### src/rtl/multicycle_sched_if.sv
// Handshake and configuration bundle for multicycle_sched.
//   slave  : scheduler side (drives stage enables, in_ready, out_valid, cfg_err, busy)
//   master : requester/consumer/config side
interface multicycle_sched_if #(
    parameter int CNT_W = 4
);
    logic [CNT_W-1:0] cfg_div;
    logic             cfg_load;
    logic             cfg_err;
    logic             in_valid;
    logic             in_ready;
    logic             shift_en;
    logic             synch_en;
    logic             decode_en;
    logic             mult_en;
    logic             out_valid;
    logic             out_ready;
    logic             busy;

    modport slave (
        input  cfg_div, cfg_load, in_valid, out_ready,
        output cfg_err, in_ready, shift_en, synch_en, decode_en, mult_en, out_valid, busy
    );

    modport master (
        output cfg_div, cfg_load, in_valid, out_ready,
        input  cfg_err, in_ready, shift_en, synch_en, decode_en, mult_en, out_valid, busy
    );
endinterface

### src/rtl/multicycle_sched.sv
// multicycle_sched: single-clock sequencer for the shift -> synch -> decode -> multiply
// datapath. Issues one-cycle stage enables; the synch and decode stages are held for
// D = div_reg cycles so the logic between stages behaves as a D-cycle multicycle path.
// Ports:
//   fast_clk : sole clock, all state on posedge
//   rst      : asynchronous reset, active-high
//   bus      : multicycle_sched_if.slave (config, in/out handshakes, stage enables, busy)
//
// state | meaning
// ------+------------------------------------------------------------
// IDLE  | waiting for an operation, config writes accepted
// SHIFT | shift_en pulse
// SYNC  | synch_en on entry, held D cycles
// DEC   | decode_en on entry, held D cycles
// MUL   | mult_en pulse
// DONE  | out_valid held until out_ready
module multicycle_sched #(
    parameter int CNT_W   = 4,
    parameter int DEF_DIV = 4
) (
    input  logic                 fast_clk,
    input  logic                 rst,
    multicycle_sched_if.slave    bus
);
    typedef enum logic [2:0] {IDLE, SHIFT, SYNC, DEC, MUL, DONE} state_t;

    localparam logic [CNT_W-1:0] DEF = CNT_W'(DEF_DIV);
    localparam logic [CNT_W-1:0] ONE = CNT_W'(1);
    localparam logic [CNT_W-1:0] TWO = CNT_W'(2);

    state_t           state, state_nxt;
    logic [CNT_W-1:0] div_reg;
    logic [CNT_W-1:0] cnt;
    logic             cnt_zero;
    logic             accept;
    logic             in_ready_i;
    logic             shift_i, synch_i, decode_i, mult_i, out_valid_i, busy_i;
    logic             cfg_err_q;

    assign cnt_zero = (cnt == '0);
    assign accept   = bus.in_valid & in_ready_i;

    always_ff @(posedge fast_clk or posedge rst) begin
        if (rst) begin
            state <= IDLE;
        end else begin
            state <= state_nxt;
        end
    end

    always_comb begin
        state_nxt = state;
        case (state)
            IDLE:    if (accept) state_nxt = SHIFT;
            SHIFT:   state_nxt = SYNC;
            SYNC:    if (cnt_zero) state_nxt = DEC;
            DEC:     if (cnt_zero) state_nxt = MUL;
            MUL:     state_nxt = DONE;
            DONE:    if (bus.out_ready) state_nxt = accept ? SHIFT : IDLE;
            default: state_nxt = IDLE;
        endcase
    end

    // Entry cycle of SYNC/DEC is the only cycle the counter still holds div_reg-1,
    // since div_reg is frozen while busy and D >= 2 keeps entry and exit distinct.
    always_comb begin
        in_ready_i  = 1'b0;
        shift_i     = 1'b0;
        synch_i     = 1'b0;
        decode_i    = 1'b0;
        mult_i      = 1'b0;
        out_valid_i = 1'b0;
        busy_i      = (state != IDLE);
        case (state)
            IDLE:    in_ready_i  = ~rst;
            SHIFT:   shift_i     = 1'b1;
            SYNC:    synch_i     = (cnt == div_reg - ONE);
            DEC:     decode_i    = (cnt == div_reg - ONE);
            MUL:     mult_i      = 1'b1;
            DONE: begin
                out_valid_i = 1'b1;
                in_ready_i  = bus.out_ready;
            end
            default: ;
        endcase
    end

    // Wait counter: loaded on SYNC/DEC entry, saturates at zero.
    always_ff @(posedge fast_clk or posedge rst) begin
        if (rst) begin
            cnt <= '0;
        end else if ((state_nxt == SYNC && state != SYNC) ||
                     (state_nxt == DEC  && state != DEC)) begin
            cnt <= div_reg - ONE;
        end else if (!cnt_zero) begin
            cnt <= cnt - ONE;
        end
    end

    // Ratio register only moves in IDLE, so an in-flight op keeps its D.
    // A load in the accept cycle lands before SYNC entry and so applies to that op.
    always_ff @(posedge fast_clk or posedge rst) begin
        if (rst) begin
            div_reg   <= DEF;
            cfg_err_q <= 1'b0;
        end else begin
            cfg_err_q <= 1'b0;
            if (bus.cfg_load) begin
                if (state == IDLE && bus.cfg_div >= TWO) begin
                    div_reg <= bus.cfg_div;
                end else begin
                    cfg_err_q <= 1'b1;
                end
            end
        end
    end

    assign bus.in_ready  = in_ready_i;
    assign bus.shift_en  = shift_i;
    assign bus.synch_en  = synch_i;
    assign bus.decode_en = decode_i;
    assign bus.mult_en   = mult_i;
    assign bus.out_valid = out_valid_i;
    assign bus.busy      = busy_i;
    assign bus.cfg_err   = cfg_err_q;
endmodule

### src/flat_wrapper.sv
// flat-port wrapper written by rule: the top's interface ports become plain ports
module multicycle_sched_flat 
#(
    parameter int CNT_W   = 4,
    parameter int DEF_DIV = 4
)
  (fast_clk, rst, bus_cfg_div, bus_cfg_load, bus_in_valid, bus_out_ready, bus_cfg_err, bus_in_ready, bus_shift_en, bus_synch_en, bus_decode_en, bus_mult_en, bus_out_valid, bus_busy);
  multicycle_sched_if #(.CNT_W(CNT_W)) bus_i ();
  input  logic fast_clk;
  input  logic rst;
  input wire logic [$bits(bus_i.cfg_div)-1:0] bus_cfg_div;
  input wire logic [$bits(bus_i.cfg_load)-1:0] bus_cfg_load;
  input wire logic [$bits(bus_i.in_valid)-1:0] bus_in_valid;
  input wire logic [$bits(bus_i.out_ready)-1:0] bus_out_ready;
  output wire logic [$bits(bus_i.cfg_err)-1:0] bus_cfg_err;
  output wire logic [$bits(bus_i.in_ready)-1:0] bus_in_ready;
  output wire logic [$bits(bus_i.shift_en)-1:0] bus_shift_en;
  output wire logic [$bits(bus_i.synch_en)-1:0] bus_synch_en;
  output wire logic [$bits(bus_i.decode_en)-1:0] bus_decode_en;
  output wire logic [$bits(bus_i.mult_en)-1:0] bus_mult_en;
  output wire logic [$bits(bus_i.out_valid)-1:0] bus_out_valid;
  output wire logic [$bits(bus_i.busy)-1:0] bus_busy;
  assign bus_i.cfg_div = bus_cfg_div;
  assign bus_i.cfg_load = bus_cfg_load;
  assign bus_i.in_valid = bus_in_valid;
  assign bus_i.out_ready = bus_out_ready;
  assign bus_cfg_err = bus_i.cfg_err;
  assign bus_in_ready = bus_i.in_ready;
  assign bus_shift_en = bus_i.shift_en;
  assign bus_synch_en = bus_i.synch_en;
  assign bus_decode_en = bus_i.decode_en;
  assign bus_mult_en = bus_i.mult_en;
  assign bus_out_valid = bus_i.out_valid;
  assign bus_busy = bus_i.busy;
  multicycle_sched #(.CNT_W(CNT_W), .DEF_DIV(DEF_DIV)) u_core (.fast_clk(fast_clk), .rst(rst), .bus(bus_i));
endmodule
### config.mk
export PLATFORM = sky130hd
export DESIGN_NAME = multicycle_sched_flat
export DESIGN_NICKNAME = d
export VERILOG_FILES = /design/src/rtl/multicycle_sched_if.sv /design/src/rtl/multicycle_sched.sv /design/src/flat_wrapper.sv
export SDC_FILE = /design/constraint.sdc
export NUM_CORES = 1
export LEC_CHECK = 0
export ABC_AREA = 0
export CORE_MARGIN = 2
export CORE_UTILIZATION = 41
export CTS_BUF_LIST = sky130_fd_sc_hd__clkbuf_4
export CTS_CLUSTER_DIAMETER = 40
export DETAILED_ROUTE_END_ITERATION = 8
export PLACE_DENSITY_LB_ADDON = 0.2
export SYNTH_ARGS = -nofsm -noshare
export SYNTH_HDL_FRONTEND = slang
export SYNTH_SLANG_ARGS = --single-unit
### constraint.sdc
create_clock -name fast_clk -period 2.75 [get_ports fast_clk]
set_clock_uncertainty 0.15 [all_clocks]
set_input_delay 0.6875 -clock fast_clk [delete_from_list [all_inputs] [get_ports fast_clk]]
set_output_delay 0.6875 -clock fast_clk [all_outputs]
set_load 0.01 [all_outputs]
### Word level (Yosys, flattened, before mapping)

Cells that the tools add are included.

| word-level totals | value |
|---|---|
| bits in registers | 12 |
| input port bits | 9 |
| output and inout port bits | 8 |
| logic and storage cells | 44 |

| operators by class | value |
|---|---|
| $add $sub $neg | 2 |
| order comparisons | 1 |
| equal/unequal tests | 11 |
| muxes and demuxes | 16 |
| bitwise operators | 2 |
| reductions and logical operators | 8 |

Operator list:

| cell | count |
|---|---|
| $pmux 3 s6 | 1 |
| $eq 3x2->1 const B | 4 |
| $mux 3 | 4 |
| $mux 1 | 8 |
| $mux 4 | 2 |
| $sub 4x1->4 const B | 2 |
| $eq 3x3->1 const B | 2 |
| $ne 3x2->1 const B | 2 |
| $eq 4x4->1 | 1 |
| $ge 4x2->1 const B | 1 |
| $logic_not 4->1 | 1 |
| $eq 3x1->1 const B | 1 |
| $logic_and 1x1->1 | 3 |
| $logic_not 3->1 | 1 |
| $reduce_bool 3->1 | 1 |
| $ne 2x2->1 const B | 1 |
| $pmux 1 s2 | 1 |
| $reduce_and 2->1 | 1 |
| $and 1x1->1 | 1 |
| $logic_or 1x1->1 | 1 |
| $not 1->1 | 1 |

### Longest topological paths before layout

Gate-level depths: netlist of run 1.

| depth | value |
|---|---|
| depth in word-level cells | 10 |
| mapped depth | 5 |
| mapped depth without buffers | 5 |

### Worst setup path before layout of run 1

OpenSTA, ideal clock, no wires.

| timing path | value |
|---|---|
| path kind | register to output |
| from | reg u_core.div_reg[0] |
| to | out bus_synch_en |
| arrival time | 1.419 ns |
| data required time | 1.913 ns |
| path slack | 0.493 ns |
| cell stages (with the launch flop) | 6 |
| path buffers | 0 |
| cells stage by stage | dfrtp_1 inv_1 ha_1 xor2_1 nand2_1 nor4b_1 |

| between the ends | value |
|---|---|
| longest elaborated chain between the ends | 3 |

RTL lines:

| what | line | text |
|---|---|---|
| from (decl) | multicycle_sched.sv:32 | `logic [CNT_W-1:0] div_reg;` |
| from (signal assigned) | multicycle_sched.sv:110 | `div_reg <= bus.cfg_div;` |
| $sub 4x1->4 | multicycle_sched.sv:77 | `SYNC: synch_i = (cnt == div_reg - ONE);` |
| $eq 4x4->1 | multicycle_sched.sv:77 |  |
| $mux 1 | multicycle_sched.sv:74 | `case (state)` |
| to (decl) | flat_wrapper.sv:18 | `output wire logic [$bits(bus_i.synch_en)-1:0] bus_synch_en;` |

Every way passes these cells.

### Worst setup path after layout of run 1

| timing path | value |
|---|---|
| from | reg u_core.state[1] |
| to | out bus_busy |

| between the ends | value |
|---|---|
| longest elaborated chain between the ends | 1 |

RTL lines:

| what | line | text |
|---|---|---|
| from (decl) | multicycle_sched.sv:31 | `state_t state, state_nxt;` |
| from (signal assigned) | multicycle_sched.sv:47 | `state <= state_nxt;` |
| $reduce_bool 3->1 | multicycle_sched.sv:73 | `busy_i = (state != IDLE);` |
| to (decl) | flat_wrapper.sv:22 | `output wire logic [$bits(bus_i.busy)-1:0] bus_busy;` |

Every way passes these cells.

==> flow_metrics.py, run 1 <==
metrics = {
    "outcome": {
        "status": "complete, no violations",
    },
    "timing": {
        "hold_ws_ns": 0.389,
        "drv_slew": 0,
        "fmax_ghz": 0.392,
        "setup_violations": 0,
        "min_period_ns": 2.55,
        "period_share_pct": 92.8,
        "worst_slew_pin_slew_ns": 0.547,
        "rsz0062_at_grt": "false",
        "hold_viol_final": 0,
        "slew_headroom_pct": 63.6,
    },
    "finish": {
        "stdcell_area_um2": 1040,
        "insertedDiodeCount": 0,
        "drive_gt1_share_pct": 22.0,
        "utilization_pct": 59.1,
        "multi_input_area_um2": 452,
        "fillers": 178,
        "nets": 112,
        "syn_to_final_growth_pct": 33.3,
        "seqCellArea_um2": 302,
    },
    "worst_setup_path": {
        "crit_arrival_ns": 1.71,
        "rr_worst_depth": 4,
        "critPathTopFamily": "buffers and inverters",
        "rrSetupSlack_ns": 0.81,
        "worstPathRequired_ns": 1.91,
        "path_cells": "buf_4, or3_4, clkdlybuf4s50_1",
        "crit_cells": 3,
        "cpPeakStageDelay_ns": 0.50,
        "crit_fanout": 11,
        "start_kind": "register",
        "cp_slowest_cell": "clkdlybuf4s50_1",
        "path_class": "register to output pin",
        "cp-end-kind": "output pin",
        "timing.rr.start": "u_core.state[1]",
        "crit_end": "bus_busy",
        "crit_path_start": "u_core.state[1]",
        "cp_num_buf_inv": 2,
        "rr_endpoint": "u_core.div_reg[3]",
    },
    "floorplan": {
        "start_util_pct": 44.3,
        "io-pin-count": 17,
        "die_x_um": 47.7,
        "die_h_um": 47.7,
        "coreArea_um2": 1760,
        "rows": 15,
        "dieArea_um2": 2270,
    },
    "detailed_routing": {
        "dr.pass1.iters": 4,
        "avgViaCountPerCell": 5.00,
        "wl_per_cell_um": 12.2,
        "drc_errors": 0,
        "ant_nets": 0,
        "wl_um": 1520,
        "vias": 625,
        "initialDrtViolationCount": 15,
    },
    "synthesis": {
        "synth-edff-count": 0,
        "synth_top_area_cell": "dfrtp_1",
        "ys_async_sr_fraction_pct": 100,
        "postSynthCellCount": 75,
        "synthTopCellsByArea": "dfrtp_1 (35%), xnor2_1 (7.8%), mux2_4 (7.7%)",
        "syn_nets": 86,
        "syn-cell-area_um2": 782,
        "synth-main-ff-cell": "dfrtp_1",
        "ys_seq_area_share_pct": 38.6,
        "ys_types": 31,
        "yosysWarnings": 0,
        "synth_seq_cells": 12,
        "yosysTopAreaCellShare_pct": 35.2,
        "avgSynthCellArea_um2": 10.4,
    },
    "place": {
        "place_hpwl_um": 1180,
        "place_area_um2": 1020,
        "io_buffers": 16,
        "gp_congestion": 0.699,
    },
    "clock_network": {
        "clock_sink_count": 12,
        "cts_root_buf": "clkbuf_4",
        "clkLatencyLatePin_ns": 0.27,
        "cts_made_buffers": 3,
        "cts_setup_buffers": 0,
        "cts_max_level": 1,
        "cts.path.max_buffers": 2,
        "cts_tree": "yes",
        "clk_pin_slew_ns": 0.08,
    },
    "grt": {
        "grt-ovfl-total": 0,
        "grt_max_degree": 14,
        "grt_usage_pct": 17.5,
        "grt_pass1_vias": 630,
        "antenna_found_initial": 0,
        "grt_pass1_wl_um": 2690,
    },
    "power": {
        "vdd.ir_drop.worst_mv": 0.511,
        "p_per_area_nw_per_um2": 1110,
        "power.total_w": 0.00115,
        "power_leakage_nw": 0.478,
    },
    "min_path": {
        "min_path_type": "register to register",
    },
    "run": {
        "maxCapViolations": 0,
    },
}
final cells by class:
| type | instances | area share, % |
|---|---|---|
| clock buffer | 3 | 2.16 |
| tap | 25 | 3.00 |
| sequential | 12 | 28.9 |
| timing repair buffer | 24 | 20.0 |
| multi-input combinational | 54 | 43.3 |
| clock inverter | 1 | 0.360 |
| inverter | 6 | 2.16 |
what timing repair did:
item	4_1_cts	5_1_grt
pin swaps	0	0
endpoints found under the setup margin	3	2
hold buffers	0	0
gates resized for setup	4	5
per-layer routing:
metal	wire [µm]	GRT usage, %
met1	700	22.0
met4	20	8.11
met5	0	0
met2	735	27.0
met3	62	6.04
per-stage QoR:
step | instances | setup WS [ns] | setup TNS, ns
final | 125 | 0.199 | 0
after global routing | 125 | 0.0505 | 0
after CTS | 125 | 0.0413 | 0
after floorplan | 75 | 0.493 | 0
after detailed placement | 121 | -0.0619 | -0.0753
after global placement | 121 | -0.0289 | -0.0289
placed cells by master, fill, tap and decap left out, drive strengths merged:
cell type and n:
clkdlybuf4s50 13, dfrtp 11, buf 8, xnor2 7, inv 6, mux2i 5, mux2 5, clkbuf 5
nor3 4, nor3b 4, a21oi 3, nand2 3, nor2 2, nand2b 2, nand3b 2, a31oi 2
and3b 2, xor2 2, ha 2, or3 1, or3b 1, a21boi 1, o32ai 1, o21ai 1
o21bai 1, nor4 1, nor4b 1, o21a 1, clkinv 1, dlygate4sd2 1, dfstp 1
cells by family after synthesis:
kind of cell               Yosys count  synth area share (%)
xor gates and xnor gates             9                  10.1
buffers and inverters                9                  4.48
muxes                               10                  15.5
DFF                                 12                  38.6
and+or+nand+nor                     23                  20.0
AOI/OAI and AO/OA                   10                  8.16
adders and majority gates            2                  3.20
synthesized netlist by cell type, drive strengths merged, types with 2 or more instances:
library cell  number
nand2b             2
nor3b              4
mux2               5
xnor2              7
and3b              2
mux2i              5
xor2               2
a31oi              2
nor3               4
nor2               2
a21oi              3
dfrtp             11
nand3b             2
inv                6
ha                 2
buf                2
nand2              3
worst min path at each step:
stage	start	slack (ns)	to	cells past startpoint
after floorplan	u_core.div_reg[0]	0.36	u_core.cnt[0]	1
after global placement	u_core.div_reg[1]	0.37	u_core.div_reg[1]	1
after detailed placement	u_core.div_reg[1]	0.37	u_core.div_reg[1]	1
after CTS	u_core.div_reg[1]	0.39	u_core.div_reg[1]	1
after global routing	u_core.div_reg[1]	0.42	u_core.div_reg[1]	1
final	u_core.div_reg[1]	0.39	u_core.div_reg[1]	1
where the power goes:
part           internal [W]  total [W]  switching [W]
registers          0.000264   0.000334      0.0000703
clock network     0.0000524   0.000111      0.0000581
logic              0.000387   0.000710       0.000323
total              0.000704    0.00115       0.000451
No activity file was read; power rests on OpenSTA's default activity.
==> run 2: changes to the inputs <==
--- a/config.mk
+++ b/config.mk
@@ -11,7 +11,9 @@
 export CTS_BUF_LIST = sky130_fd_sc_hd__clkbuf_4
 export CTS_CLUSTER_DIAMETER = 40
 export DETAILED_ROUTE_END_ITERATION = 8
+export HOLD_SLACK_MARGIN = 0.05
 export PLACE_DENSITY_LB_ADDON = 0.2
+export RECOVER_POWER = 25
 export SYNTH_ARGS = -nofsm -noshare
 export SYNTH_HDL_FRONTEND = slang
 export SYNTH_SLANG_ARGS = --single-unit
==> run 2 against run 1 <==
  * Die area unchanged
  * Utilization decreased by 0.21 points
  * Fmax about the same
  * First-iteration DRC count unchanged
  * Hold slack unchanged
  * Design area decreased by 0.36%
  * Non-clock buffer count unchanged
  * Clock power about the same
  * Via count increased by 0.96%
  * Worst setup slack about the same
  * Sequential share of layout area increased by 0.10 points
  * Largest power group unchanged
==> flow_metrics.py, run 2 (synthesized netlist as in run 1, its figures left out) <==
metrics = {
    "outcome": {
        "status": "complete, no violations",
    },
    "floorplan": {
        "die_h_um": 47.7,
        "start_util_pct": 44.3,
        "io-pin-count": 17,
        "rows": 15,
        "coreArea_um2": 1760,
        "dieArea_um2": 2270,
        "die_x_um": 47.7,
    },
    "clock_network": {
        "hold_buffers": 0,
        "cts.path.max_buffers": 2,
        "clk_pin_slew_ns": 0.08,
        "ctsResizeCount": 4,
        "clock_sink_count": 12,
        "cts_max_level": 1,
        "clkLatencyLatePin_ns": 0.27,
        "cts_tree": "yes",
        "cts_made_buffers": 3,
        "cts_setup_buffers": 0,
        "cts_root_buf": "clkbuf_4",
    },
    "place": {
        "dp_slack_ns": -0.0619,
        "gp_congestion": 0.699,
        "place_hpwl_um": 1180,
        "io_buffers": 16,
    },
    "timing": {
        "period_share_pct": 92.8,
        "drv_slew": 0,
        "hold_viol_final": 0,
        "min_period_ns": 2.55,
        "fin_ws_ns": 0.199,
        "hold_ws_ns": 0.389,
        "rsz0062_at_grt": "false",
        "fmax_ghz": 0.392,
        "setup_violations": 0,
        "slew_headroom_pct": 55.9,
        "worst_slew_pin_slew_ns": 0.662,
    },
    "worst_setup_path": {
        "crit_fanout": 11,
        "worstPathRequired_ns": 1.91,
        "rrSetupSlack_ns": 0.81,
        "start_kind": "register",
        "cpPeakStageDelay_ns": 0.50,
        "cp_slowest_cell": "clkdlybuf4s50_1",
        "path_class": "register to output pin",
        "cp-end-kind": "output pin",
        "crit_arrival_ns": 1.71,
        "path_cells": "buf_4, or3_4, clkdlybuf4s50_1",
    },
    "finish": {
        "syn_to_final_growth_pct": 32.8,
        "utilization_pct": 58.9,
        "drive_gt1_share_pct": 21.0,
        "insertedDiodeCount": 0,
        "final_common_cell": "clkdlybuf4s50_1",
        "final_cell_mix": "clkdlybuf4s50_1 (13), dfrtp_1 (11), xnor2_1 (7), buf_4 (7), inv_1 (6)",
        "nets": 112,
    },
    "power": {
        "power_leakage_nw": 0.475,
        "vdd.ir_drop.worst_mv": 0.511,
        "p_per_area_nw_per_um2": 1110,
    },
    "grt": {
        "antenna_found_initial": 0,
        "grt_max_degree": 14,
        "grt_usage_pct": 17.5,
        "grt-ovfl-total": 0,
        "grt_pass1_vias": 630,
        "grt_pass1_wl_um": 2690,
    },
    "detailed_routing": {
        "vias": 631,
        "wl_per_cell_um": 12.1,
        "avgViaCountPerCell": 5.05,
        "wl_um": 1520,
        "ant_nets": 0,
        "drc_errors": 0,
        "dr.pass1.iters": 4,
        "initialDrtViolationCount": 15,
    },
    "run": {
        "maxCapViolations": 0,
    },
    "min_path": {
        "min_path_type": "register to register",
    },
}
==> run 2: cell count changes in the layout (fill, tap and decap cells not counted) <==
cell	previous run	this run
buf_4	8	7
clkbuf_1	0	1
==> run 2: area by class of cell <==
type / count / area [µm²]
fillers: 179 / 726
multi-input cells: 54 / 452
flip-flops and latches: 12 / 302
repair buffers: 24 / 205
inverters: 6 / 22.5
clock inverters: 1 / 3.75
well taps: 25 / 31.3
clock buffers: 3 / 22.5
==> run 2: worst max-delay path, delay by kind of cell (launching register included) <==
family | cells | cell delay (ns)
flip-flops | 1 | 0.38
buffers and inverters | 2 | 0.67
AND/OR/NAND/NOR | 1 | 0.40
==> run 2: path summary, 6_finish.rpt <==
check,start,to,cells after the start
worst min-delay path,u_core.div_reg[1],u_core.div_reg[1],1
worst min register to register,u_core.div_reg[1],u_core.div_reg[1],1
max in group asynchronous,rst,u_core.cnt[0],3
worst max register to register,u_core.state[1],u_core.div_reg[3],4
worst max-delay path,u_core.state[1],bus_busy,3
min in group asynchronous,rst,u_core.cnt[3],3
==> run 2: metal layers <==
metal | up-vias | routed length (µm) | track usage, %
met2 | 13 | 748 | 27.0
met4 | 0 | 20 | 8.11
li1 | 314 | - | -
met3 | 2 | 62 | 6.04
met5 | - | 0 | 0
met1 | 302 | 685 | 22.0
==> run 2: report_power, final <==
group / switching (W) / total, W / internal [W]
clock: 0.0000581 / 0.000111 / 0.0000524
sequential: 0.0000705 / 0.000335 / 0.000264
combinational: 0.000321 / 0.000708 / 0.000387
==> run 2: stage by stage <==
stage,cell area (µm²),std cells,total power [W],setup TNS (ns)
2_1_floorplan,782,75,0.000833,0
3_3_place_gp,1020,121,0.00103,-0.0289
3_5_place_dp,1020,121,0.00105,-0.0753
4_1_cts,1050,125,0.00117,0
5_1_grt,1040,125,0.00127,0
6_report,1040,125,0.00115,0
==> run 3: changes to the inputs <==
--- a/config.mk
+++ b/config.mk
@@ -13,7 +13,6 @@
 export DETAILED_ROUTE_END_ITERATION = 8
 export HOLD_SLACK_MARGIN = 0.05
 export PLACE_DENSITY_LB_ADDON = 0.2
-export RECOVER_POWER = 25
 export SYNTH_ARGS = -nofsm -noshare
 export SYNTH_HDL_FRONTEND = slang
 export SYNTH_SLANG_ARGS = --single-unit
==> results of run 3 <==
Final layout, timing and power as in run 1 (identical DEF).
